[src/rtl/neuron_accum.sv]
// Purpose : accumulates NUM_CHUNKS unsigned 20-bit MAC partial sums, adds a signed
//           bias, then applies ReLU, a logical right shift and saturation to 8 bits.
// Latency : outValid rises one clock after the edge that accepts the last chunk.
// Backpr. : inReady drops from the last chunk until the result is taken (outReady);
//           sumValid pulses while inReady=0 are dropped. actOut holds until accepted.
// Ports   : clk, rst_n (async, active-low)
//           sumIn[19:0]/sumValid/inReady   - partial-sum input handshake
//           biasIn[15:0]                   - signed bias, sampled in FINISH
//           clear                          - synchronous abort of current neuron
//           actOut[7:0]/outValid/outReady  - activation output handshake
module neuron_accum #(
  parameter int NUM_CHUNKS = 4,
  parameter int SHIFT      = 8,
  parameter int ACC_W      = 28
) (
  input  logic        clk,
  input  logic        rst_n,
  input  logic [19:0] sumIn,
  input  logic        sumValid,
  output logic        inReady,
  input  logic [15:0] biasIn,
  input  logic        clear,
  output logic [7:0]  actOut,
  output logic        outValid,
  input  logic        outReady
);

  localparam int CNT_W = (NUM_CHUNKS > 1) ? $clog2(NUM_CHUNKS) : 1;
  localparam logic [CNT_W-1:0] LAST_CNT = CNT_W'(NUM_CHUNKS - 1);

  typedef enum logic [1:0] {IDLE, ACCUM, FINISH, HOLD} state_t;

  state_t           r_state;
  logic [CNT_W-1:0] r_cnt;
  logic [ACC_W-1:0] r_acc;
  logic [7:0]       r_act;
  logic             r_out_vld;
  logic             r_in_rdy;

  logic [ACC_W-1:0] w_sum_ext;
  logic [ACC_W:0]   w_bias_ext;
  logic [ACC_W:0]   w_t;
  logic [ACC_W:0]   w_shifted;
  logic [7:0]       w_act;

  assign w_sum_ext  = {{(ACC_W-20){1'b0}}, sumIn};
  assign w_bias_ext = {{(ACC_W+1-16){biasIn[15]}}, biasIn};

  // One extra bit so the sign of acc + bias is never lost; acc itself is never negative.
  assign w_t       = {1'b0, r_acc} + w_bias_ext;
  assign w_shifted = w_t >> SHIFT;

  always_comb begin
    w_act = 8'h00;
    if (w_t[ACC_W]) begin
      w_act = 8'h00;                         // ReLU
    end else if (w_shifted > (ACC_W+1)'(255)) begin
      w_act = 8'hFF;                         // saturate
    end else begin
      w_act = w_shifted[7:0];
    end
  end

  always_ff @(posedge clk or negedge rst_n) begin
    if (!rst_n) begin
      r_state   <= IDLE;
      r_cnt     <= '0;
      r_acc     <= '0;
      r_act     <= 8'h00;
      r_out_vld <= 1'b0;
      r_in_rdy  <= 1'b1;
    end else if (clear) begin
      // Abort wins over any simultaneous chunk or output acceptance; actOut is kept.
      r_state   <= IDLE;
      r_cnt     <= '0;
      r_acc     <= '0;
      r_out_vld <= 1'b0;
      r_in_rdy  <= 1'b1;
    end else begin
      case (r_state)
        IDLE, ACCUM: begin
          if (sumValid) begin
            // First chunk loads rather than adds, so stale acc never leaks in.
            if (r_cnt == '0) begin
              r_acc <= w_sum_ext;
            end else begin
              r_acc <= r_acc + w_sum_ext;
            end
            if (r_cnt == LAST_CNT) begin
              r_cnt    <= '0;
              r_state  <= FINISH;
              r_in_rdy <= 1'b0;
            end else begin
              r_cnt   <= r_cnt + CNT_W'(1);
              r_state <= ACCUM;
            end
          end
        end
        FINISH: begin
          r_act     <= w_act;
          r_out_vld <= 1'b1;
          r_state   <= HOLD;
        end
        HOLD: begin
          if (outReady) begin
            r_out_vld <= 1'b0;
            r_state   <= IDLE;
            r_in_rdy  <= 1'b1;
          end
        end
        default: begin
          r_state  <= IDLE;
          r_in_rdy <= 1'b1;
        end
      endcase
    end
  end

  assign inReady  = r_in_rdy;
  assign actOut   = r_act;
  assign outValid = r_out_vld;

endmodule

[config.mk]
export PLATFORM = sky130hd
export DESIGN_NAME = neuron_accum
export DESIGN_NICKNAME = d
export VERILOG_FILES = /design/src/rtl/neuron_accum.sv
export SDC_FILE = /design/constraint.sdc
export NUM_CORES = 1
export LEC_CHECK = 0
export CELL_PAD_IN_SITES_DETAIL_PLACEMENT = 0
export CELL_PAD_IN_SITES_GLOBAL_PLACEMENT = 1
export CORE_MARGIN = 2
export CORE_UTILIZATION = 43
export DETAILED_ROUTE_END_ITERATION = 10
export GPL_TIMING_DRIVEN = 0
export HOLD_SLACK_MARGIN = 0.08
export PLACE_DENSITY = 0.91
export SYNTH_ARGS = -nofsm -noshare
export SYNTH_HDL_FRONTEND = slang
export SYNTH_SLANG_ARGS = --single-unit
[constraint.sdc]
create_clock -name clk -period 3.2 [get_ports clk]
set_input_delay 0.48 -clock clk [delete_from_list [all_inputs] [get_ports clk]]
set_output_delay 0.48 -clock clk [all_outputs]
set_load 0.005 [all_outputs]
After elaboration in Yosys (flattened, before gate mapping)
Cells that the tools add are included.

Flip-flop bits (word level): 42. Bits of input ports: 41. Logic and storage cells: 53. Output and inout bits: 10.

Reduce and logical (&&, ||, !) cells: 12. Add/subtract/negate cells: 3. Order comparisons: 1. Eq/ne operators: 7. Bitwise operators: 1. Mux-type cells: 23.

Operator list (number): two-way mux 28 bit (4); adder 28 x 29 -> 29 bit (1); adder 28 x 20 -> 28 bit (1); greater-than comparator 21 x 8 -> 1 bit (second input constant) (1); two-way mux 2 bit (8); two-way mux 8 bit (2); != test 3 bit (second input constant) (3); AND reduction 2 bit (4); == test 2 bit (second input constant) (3); two-way mux 1 bit (6); case mux 2 bit (3 select lines) (1); nonzero test 3 bit (2); logical NOT 2 bit (2); case mux 1 bit (2 select lines) (2); AND reduction 4 bit (1); nonzero test 2 bit (2); adder 2 x 1 -> 2 bit (second input constant) (1); == test 2 x 1 -> 1 bit (second input constant) (1); OR reduction 2 bit (1); NOT 1 bit (1).

Longest topological paths before layout
Gate-level depths: netlist (run 1).

Depth in word-level cells: 5. Gate-level depth with buffers: 12. Gate-level depth less buffers: 12.

Worst setup path before layout (run 1)
No wires, ideal clock.

Path type: input-to-reg. Start point: input port biasIn[15]. End point: register r_act[6] (netlist: actOut[6]). Data required time: 3056 ps. Arrival: 2897 ps. Path slack: 159 ps. Setup time: 144 ps. Stages on the path: 10. Path buffers: 0. Path through: ha_1 a21oi_2 o21ai_2 a22oi_1 o211ai_1 or4_4 nor4_2 nand4_1 a2111oi_4 a211oi_1.

Longest elaborated chain between the ends: 4.

Ends and longest elaborated chain: start, declared (line 21) `input logic [15:0] biasIn,`; adder 28 x 29 -> 29 bit * (line 50) `assign w_t = {1'b0, r_acc} + w_bias_ext;`; greater-than comparator 21 x 8 -> 1 bit (line 57) `end else if (w_shifted > (ACC_W+1)'(255)) begin`; two-way mux 8 bit (line 57); two-way mux 8 bit * (line 55) `if (w_t[ACC_W]) begin`; end signal, assigned (line 100) `r_act <= w_act;`; end, declared (line 36) `logic [7:0] r_act;`.

Every way passes the cells marked *; elsewhere a longest branch is shown, timed or not. A chain may end at the register's enable or synchronous reset.

Final worst setup path (run 1)
Start point: input port sumIn[0]. End point: register r_acc[22].

Longest elaborated chain between the ends: 5.

Ends and longest elaborated chain: start, declared (line 18) `input logic [19:0] sumIn,`; adder 28 x 20 -> 28 bit (line 87) `r_acc <= r_acc + w_sum_ext;`; two-way mux 28 bit (line 84) `if (r_cnt == '0) begin`; two-way mux 28 bit (line 82) `if (sumValid) begin`; two-way mux 28 bit (line 80) `case (r_state)`; two-way mux 28 bit (line 72) `end else if (clear) begin`; end signal, assigned (line 85) `r_acc <= w_sum_ext;`; end signal, assigned (line 87); end, declared (line 35) `logic [ACC_W-1:0] r_acc;`.

Every way passes these cells. The select of a mux whose other input is x is not followed.

==> results.ini, run 1 <==
[setup_path]
critPathArrivalTime_ns = 3.26
crit_family = compound AO/OA/AOI/OAI gates
critPathLaunchType = input port
cp.required_ns = 3.37
slowest_delay_ns = 0.48
slowest_stage = clkdlybuf4s50_1
crit_chain = clkdlybuf4s50_1 -> ha_1 -> inv_1 -> fa_1 -> nand2b_4 -> a21oi_2 -> o2111ai_2 -> a21oi_2 -> nor4bb_2 -> o31ai_2 -> buf_4 -> a21oi_1 -> o21ai_0 -> o21ai_0
critPathMaxFanout = 6
crit_type = input port to flip-flop
cp_num_buf_inv = 3
end_kind = flip-flop

[grt]
grt_pass1_vias = 3885
antenna_found_initial = 0
grt.total_usage = 0.220
grt_first_pass_wirelength_mm = 18.6
overflow = 0
grt_max_degree = 35

[flow_run]
drv_cap = 0

[sta]
maxSlewHeadroom = 0.360
slew_viol_final = 0
grt_setup_unrepaired = yes
hold_viol_final = 0
finalClockSkew_ns = 0.00910
post-route-period-util = 0.965
setup_viol_count_final = 0
layout_min_cycle_time_ns = 3.09
worst_slew_pin_slew_ns = 0.953
fmax_ghz = 0.324

[logic_synthesis]
synth_top_area_cell = dfrtp_1
syn-num-nets = 597
synthArstFlopShare = 1.00
netlist_area_um2 = 4210
netlist_instances = 506
avgSynthCellArea_um2 = 8.31
synth_common_cells = ha_1 (49), nand2_1 (49), dfrtp_1 (41), nor2_1 (40)
synth.top_cells.by_area = dfrtp_1 (24%), ha_1 (15%), a21oi_1 (4.6%), o21ai_0 (4.6%), nand2_1 (4.4%)
synth_cell_type_count = 66
synth_edf_count = 0
ys_seq_area_frac = 0.250
yosys_warnings = 0
synth-seq-cells = 42
ys.flop_type = dfrtp_1
synth_top_area_share = 0.244

[floorplan]
ioPinCount = 51
dieArea_um2 = 10600
core_um2 = 9640
die_w_um = 103
die_h_um = 103
initial_utilization = 0.436
rows = 36

[finish]
utilization = 0.575
drive_above_1_share = 0.172
nets = 673
instances_no_fill = 716
ff_latch_area_um2 = 1050
multiInputGateArea_um2 = 3360
diodes = 0
finish.instance_area_um2 = 5550
syn2layout_area_growth_pct = 31.9
nFillCells = 893

[placement]
portBuffers = 49
place_congestion = 0.951
dp.cells = 689
placed_area_um2 = 4880
dp_hpwl_mm = 8.61

[route]
dr.pass1.iters = 5
wl_per_cell_um = 16.6
drt_iter0_drc = 305
wirelength_mm = 11.9
drc = 0
vias_per_cell = 5.84
dr_total_vias = 4178
ant_nets = 0

[clock_network]
cts_buffer_depth = 2
htree_levels = 2
clock-root-buffer = clkbuf_8
cts_sinks = 42
clk_latency_ns = 0.30
cts_made_buffers = 5
path_clk_slew_ns = 0.08
cts_tree = yes

[hold_path]
hold_class = flip-flop to flip-flop

[power]
pwr_density_cell_nw_per_um2 = 368
power_leakage_nw = 2.39
power_mw = 2.04
ir_worst_vdd_mv = 0.200

[status]
status = finished, final reports clean

==> kinds of logic (layout without fill, tap and decap cells) <==
logic type	Yosys count	after routing	synth area share
AND/OR/NAND/NOR	158	158	0.188
AO/OA/AOI/OAI	186	186	0.304
multiplexers	6	6	0.0149
XOR/XNOR	27	27	0.0562
buffers and inverters	37	114	0.0360
flip-flops	42	42	0.250
adder cells (fa/ha/maj)	50	50	0.151
==> registers in the layout (all words and copies together) (netlist names) <==
| register | flops |
|---|---|
| r_state | 2 |
| r_cnt | 2 |
| outValid | 1 |
| r_acc | 28 |
| inReady | 1 |
| actOut | 8 |
==> per-layer routing <==
metal | global-route usage | vias up | wire length (µm)
met5 | 0 | - | 0
li1 | - | 2055 | -
met3 | 0.0231 | 10 | 405
met4 | 0.0617 | 0 | 134
met1 | 0.284 | 2001 | 5350
met2 | 0.392 | 112 | 5960
==> per-stage QoR <==
stage	setup WS [ns]	hold slack [ns]	setup TNS, ns
5_1_grt	-0.0173	0.557	-0.0820
2_1_floorplan	0.159	0.184	0
4_1_cts	0.00283	0.534	0
3_3_place_gp	-1.26	0.504	-13.75
3_5_place_dp	-1.25	0.365	-13.67
6_report	0.111	0.532	0
==> worst register-to-register path: stages, from the launching register on <==
cell and delay, ns:
dfrtp_1 0.44, ha_4 0.31, nand4_1 0.10, buf_6 0.15, a211oi_4 0.20, buf_6 0.15
nor3_4 0.05, buf_6 0.12, a31oi_4 0.20, buf_6 0.13, a41o_4 0.23, o41ai_4 0.08
mux2i_2 0.18, a2111oi_4 0.34, buf_6 0.20, a211oi_2 0.08
==> layout make-up <==
class	instances	share of cell area
inverters	18	0.0122
clock buffers	5	0.0124
repair buffers	70	0.127
flip-flops and latches	42	0.190
clock inverters	3	0.00722
plain buffers	18	0.0149
multi-input cells	427	0.606
well taps	133	0.0300
==> path summary, 6_finish.rpt <==
check	from	slack [ns]	depth (start not counted)	end
setup / recovery	sumIn[0]	0.11	14	r_acc[22]$_DFFE_PN0P_
hold / removal	r_acc[26]$_DFFE_PN0P_	0.53	1	r_acc[26]$_DFFE_PN0P_
setup reg to reg	r_acc[5]$_DFFE_PN0P_	0.13	15	actOut[0]$_DFFE_PN0P_
hold reg to reg	r_acc[26]$_DFFE_PN0P_	0.53	1	r_acc[26]$_DFFE_PN0P_
max in group asynchronous	rst_n	2.10	3	inReady$_DFFE_PN1P_
min in group asynchronous	rst_n	0.57	2	actOut[6]$_DFFE_PN0P_
==> repair_timing <==
action | CTS | global route
buffers inserted | 10 | 9
cloned | 0 | 0
hold endpoints to repair | 8 | 0
pin swaps | 15 | 25
resized for setup | 26 | 62
hold buffers | 1 | 0
endpoints found under the setup margin | 12 | 17
==> cells in the final DEF, fill, tap and decap left out, drive strengths merged, types with 5 or more instances in the layout <==
cell type,count
inv,18
o22ai,6
dlymetal6s2s,8
nand4,7
nor3,12
nand2b,8
nand2,49
nand3,10
xor2,16
nor2b,6
o21ai,43
clkbuf,19
dfrtp,41
clkdlybuf4s50,39
a21o,11
buf,26
nor2,40
a21oi,41
a211oi,17
a32oi,5
xnor2,11
o211ai,8
o31ai,6
ha,49
a22o,16
o21a,6
a31oi,6
==> power by group <==
part | internal (mW) | total, mW | switching, mW | leakage (nW)
sequential | 0.594 | 0.648 | 0.0532 | 0.550
clock | 0.230 | 0.429 | 0.199 | 0.0579
combinational | 0.463 | 0.964 | 0.502 | 1.78
No activity file was read; power rests on OpenSTA's default activity.
==> run 2: changes to the inputs <==
- GPL_TIMING_DRIVEN: 0 -> not set
- PLACE_DENSITY: 0.91 -> 0.87
==> results.ini, run 2 (same netlist as run 1, synthesis figures left out) <==
[power]
pwr-share-clk = 0.180  ; -0.030
ir_worst_vdd_mv = 0.191  ; -4.4%
power.internal_mw = 1.31  ; +1.8%
seqPwrFrac = 0.315  ; -0.002
p_comb_frac = 0.505  ; +0.032
switching_share = 0.368  ; -0.00157
switchingPower_mw = 0.762  ; +1.2%
power_leakage_nw = 2.68  ; +12%
pwr_density_cell_nw_per_um2 = 344  ; -6.6%

[clock_network]
path_clk_slew_ns = 0.09  ; about the same
cts_buffer_depth = 2  ; unchanged
clock-root-buffer = clkbuf_8
cts_tree = yes
clk_latency_ns = 0.30  ; about the same
htree_levels = 2  ; unchanged
hold_buffers = 0  ; -1
cts_made_buffers = 5  ; unchanged
cts_sinks = 42  ; unchanged

[sta]
worst_slack_ns = 0.0936  ; -0.0177 ns
setup_viol_count_final = 0  ; unchanged
hold_viol_final = 0  ; unchanged
worst_slew_pin_slew_ns = 1.00  ; +0.0522 ns
post-route-period-util = 0.971  ; +0.00552
maxSlewHeadroom = 0.330  ; -0.0299
layout_min_cycle_time_ns = 3.11  ; +0.0177 ns
finalClockSkew_ns = 0.0130  ; +0.00395 ns
slew_viol_final = 0  ; unchanged
fmax_ghz = 0.322  ; -0.57%

[placement]
portBuffers = 50  ; +2.0%
pre_cts_ws_ns = -0.540  ; +0.708 ns
placed_area_um2 = 5400  ; +11%
dp_hpwl_mm = 8.95  ; +4.0%
place_congestion = 0.941  ; -1.1%

[floorplan]
core_um2 = 9640  ; unchanged
die_h_um = 103  ; unchanged
initial_utilization = 0.436  ; unchanged
die_w_um = 103  ; unchanged
ioPinCount = 51  ; unchanged
rows = 36  ; unchanged
dieArea_um2 = 10600  ; unchanged

[finish]
nets = 728  ; +8.2%
drive_above_1_share = 0.268  ; +0.0965
finish.instance_area_um2 = 6030  ; +8.8%
max_flop_register = r_acc
largest_reg_flops = 28  ; unchanged
syn2layout_area_growth_pct = 43.5
final_cell_mix = buf_4 (89), nand2_1 (49), dfrtp_1 (41), nor2_1 (40), clkdlybuf4s50_1 (39)
diodes = 0  ; unchanged
layout_commonest_cell = buf_4

[grt]
overflow = 0  ; unchanged
grt_first_pass_wirelength_mm = 19.5  ; +4.6%
grt_pass1_vias = 4249  ; +9.4%
grt_max_degree = 43  ; +23%
grt.total_usage = 0.229  ; +0.00855
antenna_found_initial = 0  ; unchanged

[setup_path]
end_kind = flip-flop
critPathLaunchType = input port
critPathArrivalTime_ns = 3.29  ; +0.03 ns
reg2reg_depth = 12  ; -3
critPathMaxFanout = 8  ; +2
crit_type = input port to flip-flop
cp.required_ns = 3.38  ; about the same

[status]
status = finished, final reports clean

[route]
ant_nets = 0  ; unchanged
dr.pass1.iters = 5  ; unchanged
drc = 0  ; unchanged
wl_per_cell_um = 15.9  ; -4.1%
dr_total_vias = 4375  ; +4.7%
vias_per_cell = 5.67  ; -2.8%
drt_iter0_drc = 195  ; -36%
wirelength_mm = 12.2  ; +3.2%

[flow_run]
drv_cap = 0  ; unchanged

[hold_path]
hold_class = input port to async pin

[run 2: final cells by class]
cell class | instances | area [µm²]
fill | 875 | 3610
multi-input combinational | 427 | 3430
timing repair buffer | 143 | 1230
sequential | 42 | 1050
tap | 133 | 166
clock buffer | 7 | 86.3
inverter | 18 | 67.6
clock inverter | 1 | 5.00
[run 2: final timing paths]
path	start	end	slack (ns)
min	rst_n	r_acc[22]$_DFFE_PN0P_	0.35
max reg2reg	r_acc[5]$_DFFE_PN0P_	actOut[0]$_DFFE_PN0P_	0.16
max	biasIn[9]	actOut[0]$_DFFE_PN0P_	0.09
min reg2reg	r_cnt[1]$_DFFE_PN0P_	r_cnt[1]$_DFFE_PN0P_	0.54
max in group asynchronous	rst_n	actOut[7]$_DFFE_PN0P_	2.23
min in group clk	r_cnt[1]$_DFFE_PN0P_	r_cnt[1]$_DFFE_PN0P_	0.54
[run 2: worst max-delay path, stage by stage]
cell and delay [ns]:
clkdlybuf4s50_1 0.41, ha_1 0.36, a21oi_2 0.26, a21oi_1 0.10, nor2b_1 0.20, a31oi_4 0.07
a41o_1 0.26, o41ai_4 0.39, mux2i_2 0.13, a2111oi_4 0.35, buf_6 0.20, a211oi_2 0.07
[run 2: metrics by stage]
step / hold slack [ns] / setup TNS [ns] / instances / power (mW) / utilization
floorplan: 0.184 / 0 / 506 / 1.19 / -
global placement: 0.512 / -4.63 / 752 / 1.54 / 0.560
detailed placement: 0.524 / -5.67 / 752 / 1.57 / 0.560
CTS: 0.388 / -0.00825 / 767 / 1.99 / 0.598
global route: 0.446 / -0.0108 / 771 / 2.21 / 0.626
finish: 0.348 / 0 / 771 / 2.07 / 0.626
[run 2: what timing repair did]
action,in CTS,in global routing
setup endpoints to repair,12,13
setup buffers,6,5
gates cloned,1,0
resized for setup,33,47
pin swaps,12,26
[run 2: power by group through the flow]
| stage | sequential (mW) | combinational, mW | clock (mW) |
|---|---|---|---|
| floorplan | 0.645 | 0.540 | 0 |
| global route | 0.661 | 1.15 | 0.398 |
| CTS | 0.648 | 0.967 | 0.379 |
| global placement | 0.651 | 0.893 | 0 |
| finish | 0.653 | 1.05 | 0.374 |
| detailed placement | 0.654 | 0.913 | 0 |
[run 2: metal layers]
layer,GRT usage,wire length (µm),vias up
li1,-,-,2175
met1,0.286,5400,2063
met2,0.407,6120,115
met3,0.0217,430,22
met4,0.0870,284,0
met5,0,0,-
==> RTL change 1: new RTL, config.mk and constraints of run 1 <==
Reset style: synchronous (`rst_n`), changed in one clocked block. Comments in the files are not updated.
--- a/src/rtl/neuron_accum.sv
+++ b/src/rtl/neuron_accum.sv
@@ -61,7 +61,7 @@
     end
   end
 
-  always_ff @(posedge clk or negedge rst_n) begin
+  always_ff @(posedge clk) begin
     if (!rst_n) begin
       r_state   <= IDLE;
       r_cnt     <= '0;
Behaviour: not the same (a bounded check fails within 10 cycles, from zero or initial values and one cycle with rst_n low; the reset may be asserted at any time).
==> RTL change 1 against run 1 <==
- design area fell by 7.3%
- core utilization fell by 2.4 points
- combinational power fell by 50%
- fmax rose by 0.63%
- worst setup slack improved by 19 ps
- power fell by 32%
- sequential cell count did not move
- synthesized cell count rose by 10%
- highest routed layer unchanged
- cell count rose by 4.9%
- largest cell class unchanged
- area after synthesis fell by 0.86%
- routed wire length fell by 1.2%
- die area fell by 0.82%
==> RTL change 1: results (changes against run 1) <==
status=complete, no violations (unchanged); Final Skew=10.5 ps (was 9.10 ps); number of non-clock inverters=17 (was 18); Placed Area=4830 sq um (was 4880 sq um); pre-CTS WS=-1190 ps (was -1250 ps); layout cells sized above 1=0.109 (was 0.172); fill count=921 (was 893); leakage dissipation=2.02 nW (was 2.39 nW); sequential share of the synthesized area=0.202 (was 0.250); FF-to-FF setup slack=240 ps (was 130 ps); Overall Global Routing Usage=0.233 (was 0.220); Iteration-0 DRC Markers=180 (was 305); Async S/R FF share, synth=0 (was 1.00); Synth cell types=64 (was 66); met2 wire len=5360 microns (was 5960 microns); fin nets=712 (was 673); first-pass GRT wire length=19,700 microns (was 18,600 microns); synth cell count leaders=a21oi_1, nand2_1, ha_1, nor2_1, o21ai_0 (was ha_1, nand2_1, dfrtp_1, nor2_1); GP Congestion=0.876 (was 0.951); Seq area share=0.163 (was 0.190); Top FF cell, synth=dfxtp_1 (was dfrtp_1); vias in the first global route=4,095 (was 3,885); largest net degree at the start of global routing=15 (was 35); Non-Clock Buffer Area Fraction=0.123 (was 0.142); CP peak stage delay=500 ps (was 480 ps); Vias=4,390 (was 4,178); # port buffers=50 (was 49); Multi-input gate area=3360 sq um (about the same); top post-synthesis cells by area=dfxtp_1, ha_1, a21oi_1 (was dfrtp_1, ha_1, a21oi_1); post-synth net total=650 (was 597)
RTL change 1: cell types whose count changed in the layout (fill, tap and decap cells not counted), moves of 10 or more:
cell	before	now
dfxtp_1	0	42
dfrtp_1	40	0
a21oi_1	32	65
nand2_1	46	66
a22o_1	16	0
clkdlybuf4s50_1	39	49
RTL change 1: worst paths after layout:
path,end,cells past startpoint,start
min reg2reg,actOut[3],2,actOut[3]
min,actOut[3],2,actOut[3]
max,r_acc[20],13,sumIn[0]
max reg2reg,actOut[2],12,r_acc[22]
RTL change 1: layer usage:
metal	vias up	GRT usage
met5	-	0
met4	0	0.0626
met3	10	0.0150
met2	102	0.380
met1	2041	0.332
li1	2237	-
RTL change 1: repair_timing:
action	4_1_cts	5_1_grt
setup buffers	4	3
hold buffers	0	0
resized for setup	19	29
pin swaps	7	13
setup endpoints to repair	13	17
RTL change 1: cell families (layout without fill, tap and decap cells):
family                     Yosys count  in the layout  share of synthesized area
AOI/OAI and AO/OA                  213            213                      0.333
xor gates and xnor gates            21             21                     0.0441
adders and majority gates           50             50                      0.152
buffers and inverters               37            100                     0.0351
DFF                                 42             42                      0.202
muxes                                5              5                     0.0120
and+or+nand+nor                    191            191                      0.222
RTL change 1: through the flow:
step / cells / power [mW] / util / hold slack, ps
2_1_floorplan: 559 / 0.867 / - / 453
3_3_place_gp: 738 / 1.01 / 0.518 / 449
3_5_place_dp: 738 / 1.01 / 0.518 / 458
4_1_cts: 750 / 1.38 / 0.537 / 471
5_1_grt: 751 / 1.47 / 0.551 / 494
6_report: 751 / 1.39 / 0.551 / 467
RTL change 1: report_power, final:
group	internal, mW	switching (mW)
Sequential	0.535	0.0146
Combinational	0.210	0.273
Clock	0.154	0.206
Total	0.899	0.494
==> RTL change 2: new RTL, flow settings as in run 1 <==
Without the edit above. `ACC_W`: 28 -> 20.
--- a/src/rtl/neuron_accum.sv
+++ b/src/rtl/neuron_accum.sv
@@ -11,7 +11,7 @@
 module neuron_accum #(
   parameter int NUM_CHUNKS = 4,
   parameter int SHIFT      = 8,
-  parameter int ACC_W      = 28
+  parameter int ACC_W      = 20
 ) (
   input  logic        clk,
   input  logic        rst_n,
Function: changed (a bounded check fails within 10 cycles, from zero or initial values and one cycle with rst_n low).
==> RTL change 2 against run 1 <==
- routed wire length shrank 40%
- sequential cell count is 8 lower
- clock power rose by 10%
- power shrank 16%
- area after synthesis is 28% lower
- core utilization is 0.19 points lower
- via count is 35% lower
- sequential share of layout area rose by 2.9 points
- worst setup slack improved by 31 ps
- die area fell by 27%
- design area fell by 30%
- critical path type unchanged
- largest cell class unchanged
- largest power group unchanged
==> RTL change 2: results (changes against run 1) <==
largest net degree at the start of global routing=35 (unchanged); top sig layer=met4 (unchanged); layout cells sized above 1=0.104 (was 0.172); Placed Cells=479 (was 689); routed vias/inst=5.57 (was 5.84); fill count=620 (was 893); CP peak stage delay=420 ps (was 480 ps); post-route insts no fill=489 (was 716); Placed Area=3630 sq um (was 4880 sq um); Iteration-0 DRC Markers=101 (was 305); worst-margin pin slew=745 ps (was 953 ps); Top FF cell, synth=dfrtp_1 (unchanged); leakage dissipation=1.73 nW (was 2.39 nW); CTS Buffer Depth=2 (unchanged); max reg flops=20 (was 28); H-tree levels=2 (unchanged); TritonCTS Buffers=5 (unchanged); Hold Path Class=primary input to async pin (was flop to flop); antenna violations before repair=0 (unchanged); post-synth net total=416 (was 597); ANT nets after route=0 (unchanged); Synth cell types=58 (was 66); Root Buffer=clkbuf_8 (unchanged); status=complete, no violations (unchanged); Clock Latency Late Sink=about 290 ps; WL met1=3390 microns (was 5350 microns); worst reg-to-reg path cell count=12 (was 15); CTS clk-pin slew, worst paths=about 70 ps; VDD IR max=0.190 mV (was 0.200 mV); synth cell count leaders=ha_1, dfrtp_1, o21ai_0, a21oi_1, nor2_1 (was ha_1, nand2_1, dfrtp_1, nor2_1); sequential share of the synthesized area=0.282 (was 0.250); Overall Global Routing Usage=0.183 (was 0.220); total grt overflow=0 (unchanged); vias in the first global route=2,537 (was 3,885); fin nets=474 (was 673); DP HPWL=5660 microns (was 8610 microns); CP delay by family, top=compound AO/OA/AOI/OAI gates (unchanged); Gate Count Post-Synth=334 (was 506); crit-path max FO=8 (was 6); Async S/R FF share, synth=1.00 (unchanged); # port buffers=49 (unchanged); top post-synthesis cells by area=dfrtp_1, ha_1, o21ai_0 (was dfrtp_1, ha_1, a21oi_1); Final Skew=6.43 ps (was 9.10 ps); wire length on met3=191 microns (was 405 microns); Routed WL=7110 microns (was 11,900 microns); first drt pass iteration count=4 (was 5); YS warnings=0 (unchanged); pre-CTS WS=-364 ps (was -1250 ps); Arr. time, crit path=3230 ps (was 3260 ps); Largest Register=r_acc (unchanged); Antenna Cells=0 (unchanged); first-pass GRT wire length=11,300 microns (was 18,600 microns); met2 wire len=3460 microns (was 5960 microns); GP Congestion=0.820 (was 0.951); # rows=30 (was 36); CP max-delay cell=clkdlybuf4s50_1 (unchanged)
RTL change 2: changes by cell type after synthesis, sizes merged, moves of 8 or more:
| cell | before | now |
|---|---|---|
| nand2 | 49 | 21 |
| a21oi | 41 | 23 |
| nor2 | 40 | 22 |
| o21ai | 43 | 31 |
| ha | 49 | 40 |
| inv | 18 | 9 |
| nor3 | 12 | 3 |
| dfrtp | 41 | 33 |
RTL change 2: timing repair:
item,CTS,global route
pin swaps,1,5
setup buffers,1,1
resized for setup,3,16
setup endpoints to repair,9,13
RTL change 2: final timing paths:
| check | to | start | slack [ps] |
|---|---|---|---|
| setup / recovery | actOut[1] | biasIn[5] | 140 |
| hold / removal | actOut[7] | rst_n | 260 |
| setup reg to reg | actOut[1] | r_acc[7] | 300 |
| hold reg to reg | outValid | outValid | 520 |
| max in group asynchronous | r_acc[3] | rst_n | 2470 |
| min in group clk | outValid | clear | 520 |
RTL change 2: kinds of logic (layout without fill, tap and decap cells):
| kind of cell | after synthesis | in the layout | synth area share |
|---|---|---|---|
| and+or+nand+nor | 78 | 78 | 0.131 |
| AOI/OAI and AO/OA | 133 | 133 | 0.308 |
| xor gates and xnor gates | 25 | 25 | 0.0723 |
| DFF | 34 | 34 | 0.282 |
| buffers and inverters | 21 | 80 | 0.0285 |
| adders and majority gates | 41 | 41 | 0.172 |
| muxes | 2 | 2 | 0.00703 |
RTL change 2: power breakdown:
part | switching, mW | internal, mW | total (mW)
sequential | 0.0510 | 0.493 | 0.544
clock | 0.162 | 0.312 | 0.474
combinational | 0.347 | 0.354 | 0.701
total | 0.560 | 1.16 | 1.72
RTL change 2: area by class of cell:
cell class              instances  area [sq um]  area share
flip-flops and latches         34           852       0.219
clock inverters                 3          68.8      0.0177
plain buffers                  12          52.6      0.0135
inverters                       9          33.8     0.00867
repair buffers                 51           515       0.132
multi-input cells             279          2180       0.561
clock buffers                   5          68.8      0.0177
well taps                      96           120      0.0308
RTL change 2: metrics by stage:
stage               hold slack, ps  setup TNS, ps
CTS                            279              0
global route                   301          -69.4
global placement               499          -2560
finish                         261              0
detailed placement             512          -3650
floorplan                      184              0
RTL change 2: routing by layer:
layer | up-vias | global-route usage
li1 | 1391 | -
met1 | 1275 | 0.253
met2 | 51 | 0.307
met3 | 6 | 0.0254
met4 | 0 | 0.0336
met5 | - | 0
